<file path="config.mk">
export PLATFORM = sky130hd
export DESIGN_NAME = antidroop_iir_mc
export DESIGN_NICKNAME = d
export VERILOG_FILES = /design/src/rtl/antidroop_iir_mc.sv
export SDC_FILE = /design/constraint.sdc
export NUM_CORES = 1
export LEC_CHECK = 0
export ABC_AREA = 1
export CORE_ASPECT_RATIO = 1.25
export CORE_MARGIN = 1.5
export CORE_UTILIZATION = 40
export CTS_CLUSTER_SIZE = 25
export DETAILED_ROUTE_END_ITERATION = 10
export GPL_ROUTABILITY_DRIVEN = 0
export PLACE_DENSITY = 0.66
export SLEW_MARGIN = 0
export SYNTH_ARGS = -nofsm -noshare
export SYNTH_HDL_FRONTEND = slang
export SYNTH_SLANG_ARGS = --single-unit
</file>
<file path="constraint.sdc">
create_clock -name clk -period 3.95 [get_ports clk]
set_input_delay 0.9875 -clock clk [delete_from_list [all_inputs] [get_ports clk]]
set_output_delay 0.9875 -clock clk [all_outputs]
set_load 0.005 [all_outputs]
</file>
<file path="src/rtl/antidroop_iir_mc.sv">
`default_nettype none
// ==========================================================================
// antidroop_iir_mc - multi-channel saturating anti-droop IIR compensator
// Revision 1.0
// ==========================================================================
module antidroop_iir_mc #(
  parameter int CH    = 2,
  parameter int DW    = 16,
  parameter int TW    = 7,
  parameter int SCALE = 15,
  parameter int ACC_W = 48
) (
  input  logic             clk,
  input  logic             rst_n,
  input  logic [CH*DW-1:0] din,
  input  logic [CH*TW-1:0] tapWeight,
  input  logic             trig,
  input  logic             accClr_en,
  input  logic             hold,
  input  logic             bypass,
  input  logic             oflow_clr,
  output logic [CH-1:0]    oflowDetect,
  output logic [CH*DW-1:0] dout
);

  localparam int PW = DW + TW;
  // Accumulator bits from here upward must all match the sign for the scaled value to fit DW
  localparam int OB = SCALE + DW - 1;

  localparam logic signed [ACC_W-1:0] ACC_MAX = {1'b0, {(ACC_W-1){1'b1}}};
  localparam logic signed [ACC_W-1:0] ACC_MIN = {1'b1, {(ACC_W-1){1'b0}}};
  localparam logic signed [DW-1:0]    OUT_MAX = {1'b0, {(DW-1){1'b1}}};
  localparam logic signed [DW-1:0]    OUT_MIN = {1'b1, {(DW-1){1'b0}}};

  logic             trig_a;
  logic             trig_b;
  logic [CH*TW-1:0] tw_a;
  logic [CH*TW-1:0] tw_b;
  logic             acc_clr;

  always_ff @(posedge clk or negedge rst_n) begin
    if (!rst_n) begin
      trig_a <= 1'b0;
      trig_b <= 1'b0;
      tw_a   <= '0;
      tw_b   <= '0;
    end else begin
      trig_a <= trig;
      trig_b <= trig_a;
      tw_a   <= tapWeight;
      tw_b   <= tw_a;
    end
  end

  assign acc_clr = trig_a & ~trig_b & accClr_en;

  for (genvar c = 0; c < CH; c++) begin : g_ch
    logic signed [DW-1:0]    din_c;
    logic signed [DW-1:0]    din_d;
    logic signed [DW-1:0]    corr;
    logic signed [DW-1:0]    dout_q;
    logic signed [DW-1:0]    dout_nx;
    logic signed [TW-1:0]    w_c;
    logic signed [PW-1:0]    mult;
    logic signed [ACC_W:0]   acc_wide;
    logic signed [ACC_W-1:0] acc;
    logic signed [ACC_W-1:0] acc_sat;
    logic signed [DW:0]      sum;
    logic                    oflow;
    logic                    sum_clamp;
    logic                    flag_set;
    logic                    flag;

    assign din_c    = din[c*DW +: DW];
    assign w_c      = tw_b[c*TW +: TW];
    assign acc_wide = {acc[ACC_W-1], acc} + {{(ACC_W+1-PW){mult[PW-1]}}, mult};
    assign acc_sat  = (acc_wide[ACC_W] == acc_wide[ACC_W-1]) ? acc_wide[ACC_W-1:0]
                    : (acc_wide[ACC_W] ? ACC_MIN : ACC_MAX);
    assign oflow     = ~((&acc[ACC_W-1:OB]) | ~(|acc[ACC_W-1:OB]));
    assign corr      = acc[OB:SCALE];
    assign sum       = {din_d[DW-1], din_d} + {corr[DW-1], corr};
    assign sum_clamp = sum[DW] ^ sum[DW-1];
    assign flag_set  = ~bypass & (oflow | sum_clamp);

    always_comb begin
      dout_nx = sum[DW-1:0];
      if (bypass) begin
        dout_nx = din_d;
      end else if (oflow) begin
        dout_nx = acc[ACC_W-1] ? OUT_MIN : OUT_MAX;
      end else if (sum_clamp) begin
        dout_nx = sum[DW] ? OUT_MIN : OUT_MAX;
      end
    end

    always_ff @(posedge clk or negedge rst_n) begin
      if (!rst_n) begin
        din_d  <= '0;
        mult   <= '0;
        acc    <= '0;
        dout_q <= '0;
        flag   <= 1'b0;
      end else begin
        din_d  <= din_c;
        mult   <= PW'(din_c) * PW'(w_c);
        dout_q <= dout_nx;
        // Clear beats hold; a new set condition beats the sticky-flag clear
        if (acc_clr) begin
          acc <= '0;
        end else if (!hold) begin
          acc <= acc_sat;
        end
        if (flag_set) begin
          flag <= 1'b1;
        end else if (oflow_clr) begin
          flag <= 1'b0;
        end
      end
    end

    assign dout[c*DW +: DW] = dout_q;
    assign oflowDetect[c]   = flag;
  end

endmodule
`default_nettype wire

</file>
After elaboration in Yosys (flattened, before gate mapping)
Cells that the tools add are included.

Flip-flop bits (word level): 238. Input bits: 53. Output and inout port bits: 34. Word-level logic and storage cells: 66.

Muxes and demuxes: 21. Equality and inequality tests: 3. $add $sub $neg: 4. Bitwise gates (word level): 16. Multipliers: 2. Reduce and logical (&&, ||, !) cells: 6.

Operators with widths (number): 48-bit 2-to-1 mux (8); 16-bit 2-to-1 mux (10); 48-bit by 23-bit adder with 49-bit output (2); 16-bit by 7-bit multiplier with 23-bit output (2); 18-bit AND reduction (2); 18-bit OR reduction (2); 16-bit by 16-bit adder with 17-bit output (2); 1-bit NOT (6); 1-bit AND (4); 1-bit OR (4); 2-bit nonzero test (2); 1-bit 2-to-1 mux (3); 1-bit == test (2); 2-bit by 1-bit != test with 1-bit output, second input constant (1); 1-bit XOR (2).

Longest topological paths before layout
Word-level depth: 7. Mapped depth: 23.

Worst setup path after synthesis
OpenSTA, ideal clock, no wires.

Kind: input port to flip-flop. Start point: input din[0]. End point: register g_ch[0].mult[18]. Cell stages on the path: 17. Slack: -751 ps. Arrival time: 4570 ps. Buffers on the path: 0. Data required time: 3819 ps. Setup time: 131 ps. Path through: or2_2 -> fa_1 -> fa_1 -> inv_1 -> fa_1 -> inv_1 -> fa_1 -> inv_1 -> ha_1 -> nand2_1 -> o21ai_0 -> a21o_1 -> nand3_1 -> nand2_1 -> a21boi_0 -> o21ai_0 -> xor2_1.

Word-level cells in the longest chain between the ends: 1.

RTL lines: start, declared (line 15) `input logic [CH*DW-1:0] din,`; 16-bit by 7-bit multiplier with 23-bit output (line 105) `mult <= PW'(din_c) * PW'(w_c);`; end signal, assigned (line 105); end, declared (line 64) `logic signed [PW-1:0] mult;`.

Every way passes these cells. A chain may end at the register's enable or synchronous reset.

Worst setup path in the final report
Start point: input din[5]. End point: register g_ch[0].mult[17].

The elaborated chain is that of the path after synthesis.

==> results.md <==
* Final design area excluding fillers at 31200 sq um
* Vias in the first global route at 23863
* Area of the core at 63000 sq um
* Max FO, Critical Path at 5
* CP Launch Type: input port
* Tmin final at 4340 ps
* CP top delay family: adder cells
* Die Width at 228 um
* Status: complete, but fails checks
* Setup violations, final at 26
* First-pass GRT wire length at 119000 um
* Worst slew pin tran at 983 ps
* Cell Area, Synth at 25400 sq um
* Crit path buffers/inverters at 7
* Crit end category: flip-flop
* DRC at 0
* Max-slew violations at 0
* Post-DP Area at 28900 sq um
* Yosys reg bits at 238
* Most frequent CP cell: fa_1
* Largest net degree at the start of global routing at 79
* CTS tree: built
* Top cells by area, synth: dfrtp_1, nand2_1, fa_1
* Top-level I/O count at 87
* Worst Setup Path Type: in2reg
* N_diodes at 0
* PnR worst setup slack at -387 ps
* Peak VDD IR at 0.739 mV
* Critical path, cell by cell: buf_4 -> nand2_2 -> inv_2 -> fa_1 -> inv_2 -> fa_1 -> inv_1 -> fa_1 -> inv_1 -> fa_1 -> inv_2 -> ha_4 -> a21oi_4 -> nor2_1 -> o21ai_1 -> o211ai_1 -> nor2_2 -> o21bai_1 -> buf_4 -> xor2_1
* Yosys warnings at 0
* Die area at 65000 sq um
* DRT iter0 DRCs at 1307
* Layout cells sized above 1 at 16.2%
* CP peak stage delay at 540 ps
* Syn nets at 4019
* Post-synth EDFFs at 0
* Site row count at 103
* Commonest non-fill, non-tap cell in the layout: nand2_1
* Clock slew seen by the registers of the worst setup and hold paths at 60 ps
* CTS sink cnt at 238
* Yosys top cell area share at 23.5%
* Die Ht at 285 um
* Synth area leader: dfrtp_1
* DR vias at 23557
* Dpl hpwl at 58200 um
* GRT Util Overall at 22.5%
* RSZ-0062 raised after global routing: yes
* Leakage Power at 17.0 nW
* Avg Inst Size Synth at 7.10 sq um
* CTS HTree Levels at 1
* Max cap viols at 0
* Seq/Total Area, Yosys at 23.5%
* Worst skew pair latency at 600 ps
* Max Fclk at 0.231 GHz
* Num CTS Buffers at 30
* Max Root-Sink Buffers at 3
* Slew headroom at 34.5%
* CP required at 4430 ps
* Cells after synthesis at 3574
* Initial antenna violation count at 0
* CP arrival at 4820 ps
* Total global routing overflow at 0
* Final Cycle Share at 110%
* HP Class: reg2reg
* Final WL at 73100 um
* Final hold viol count at 0
* Starting Density at 40.3%
* DRT Pass-1 Iters at 5
* Failing checks: negative setup slack
* CP max stage cell: fa_1
* Post-route antenna net violation count at 0
* Pre-CTS WS at -1410 ps
* PwrDens at 970 nW/um^2
* Final net count at 4334
* Buffers on Ports at 86
* Layout Area Growth over Synthesis at 23.1%
* Most frequent cells in the layout: nand2_1, inv_1, nor2_1
* Layout Utilization at 49.6%
* Clock Skew at 14.5 ps
* Routed WL per cell at 15.4 um
* Root buf cell: clkbuf_16
* DR vias/cell at 4.96
* Netlist cell types at 46
* Post-synthesis async set-or-reset flop share at 100%
* Synth Flop Type: dfrtp_1
[cell usage after synthesis, types with 56 or more instances]
cell     count
a21oi_1    202
dfrtp_1    238
fa_1       172
ha_1       220
inv_1      652
nand2_1   1062
nand3_1    174
nand4_1     67
nor2_1     254
o21ai_0    107
xnor2_1     56
xor2_1      82
[metrics by stage]
| step | setup TNS, ps | power, mW | hold slack [ps] | instances |
|---|---|---|---|---|
| final | -5290 | 30.3 | 347 | 4752 |
| after global routing | -8890 | 33.2 | 354 | 4752 |
| after CTS | -4150 | 29.7 | 349 | 4740 |
| after detailed placement | -39850 | 25.3 | 336 | 4640 |
| after global placement | -38680 | 25.1 | 332 | 4640 |
| after floorplan | -9360 | 19.4 | 331 | 3574 |
[path summary, 6_finish.rpt]
path | from | to | slack (ps) | cells past startpoint
worst max-delay path | din[5] | g_ch[0].mult[17] | -390 | 20
worst min-delay path | tw_a[6] | tw_b[6] | 350 | 0
worst max register to register | tw_b[1] | g_ch[0].mult[17] | -380 | 19
worst min register to register | tw_a[6] | tw_b[6] | 350 | 0
max in group asynchronous | rst_n | tw_b[11] | 2730 | 2
min in group asynchronous | rst_n | g_ch[0].acc[6] | 390 | 1
[logic make-up after synthesis]
group	after synthesis	share of synthesized area, %
buf+inv	734	11.4
simple gates	1644	26.7
compound gates	428	9.30
fa+ha+maj	392	24.4
xor+xnor	138	4.76
flops	238	23.5
[routing by layer]
metal	track usage (%)	vias to the layer above	part of all wire (%)
met3	2.03	197	3.7
met1	27.0	11023	41
met4	10.5	0	5.2
met2	40.4	547	50
met5	0	-	0
li1	-	11790	-
[worst register-to-register path, stage by stage, from the launching register on]
cell and delay [ps]:
dfrtp_2 500, nand2_2 100, inv_2 40, fa_1 540, inv_2 40, fa_1 520
inv_1 50, fa_1 470, inv_1 50, fa_1 500, inv_2 50, ha_4 230
a21oi_4 170, nor2_1 100, o21ai_1 150, o211ai_1 150, nor2_2 190, o21bai_1 100
buf_4 140, xor2_1 130
[flip-flops by register name, indices dropped and copies added, names as in the netlist]
name	cells
g_ch.acc	96
g_ch.mult	46
g_ch.din_d	32
g_ch.dout_q	32
tw_a	14
tw_b	14
g_ch.flag	2
trig_a	1
trig_b	1
[cell type report]
| class | count | area [sq um] |
|---|---|---|
| timing repair buffer | 353 | 3100 |
| inverter | 664 | 2490 |
| clock buffer | 31 | 776 |
| sequential | 238 | 5970 |
| clock inverter | 24 | 259 |
| multi-input combinational | 2602 | 17600 |
| tap | 840 | 1050 |
| fill | 6070 | 31800 |
[power breakdown]
part	total (mW)	internal, mW	switching, mW
Combinational	23.3	9.28	14.0
Sequential	4.15	3.40	0.746
Clock	2.89	1.66	1.24
Total	30.3	14.3	16.0
[repair_timing]
item	in CTS	in global routing
gates cloned	1	0
setup endpoints to repair	34	33
resized for setup	312	68
pin swaps	142	79
hold buffers	0	0
setup buffers	46	14
endpoints found under the hold margin	0	0
(Power assumes the default switching activity.)
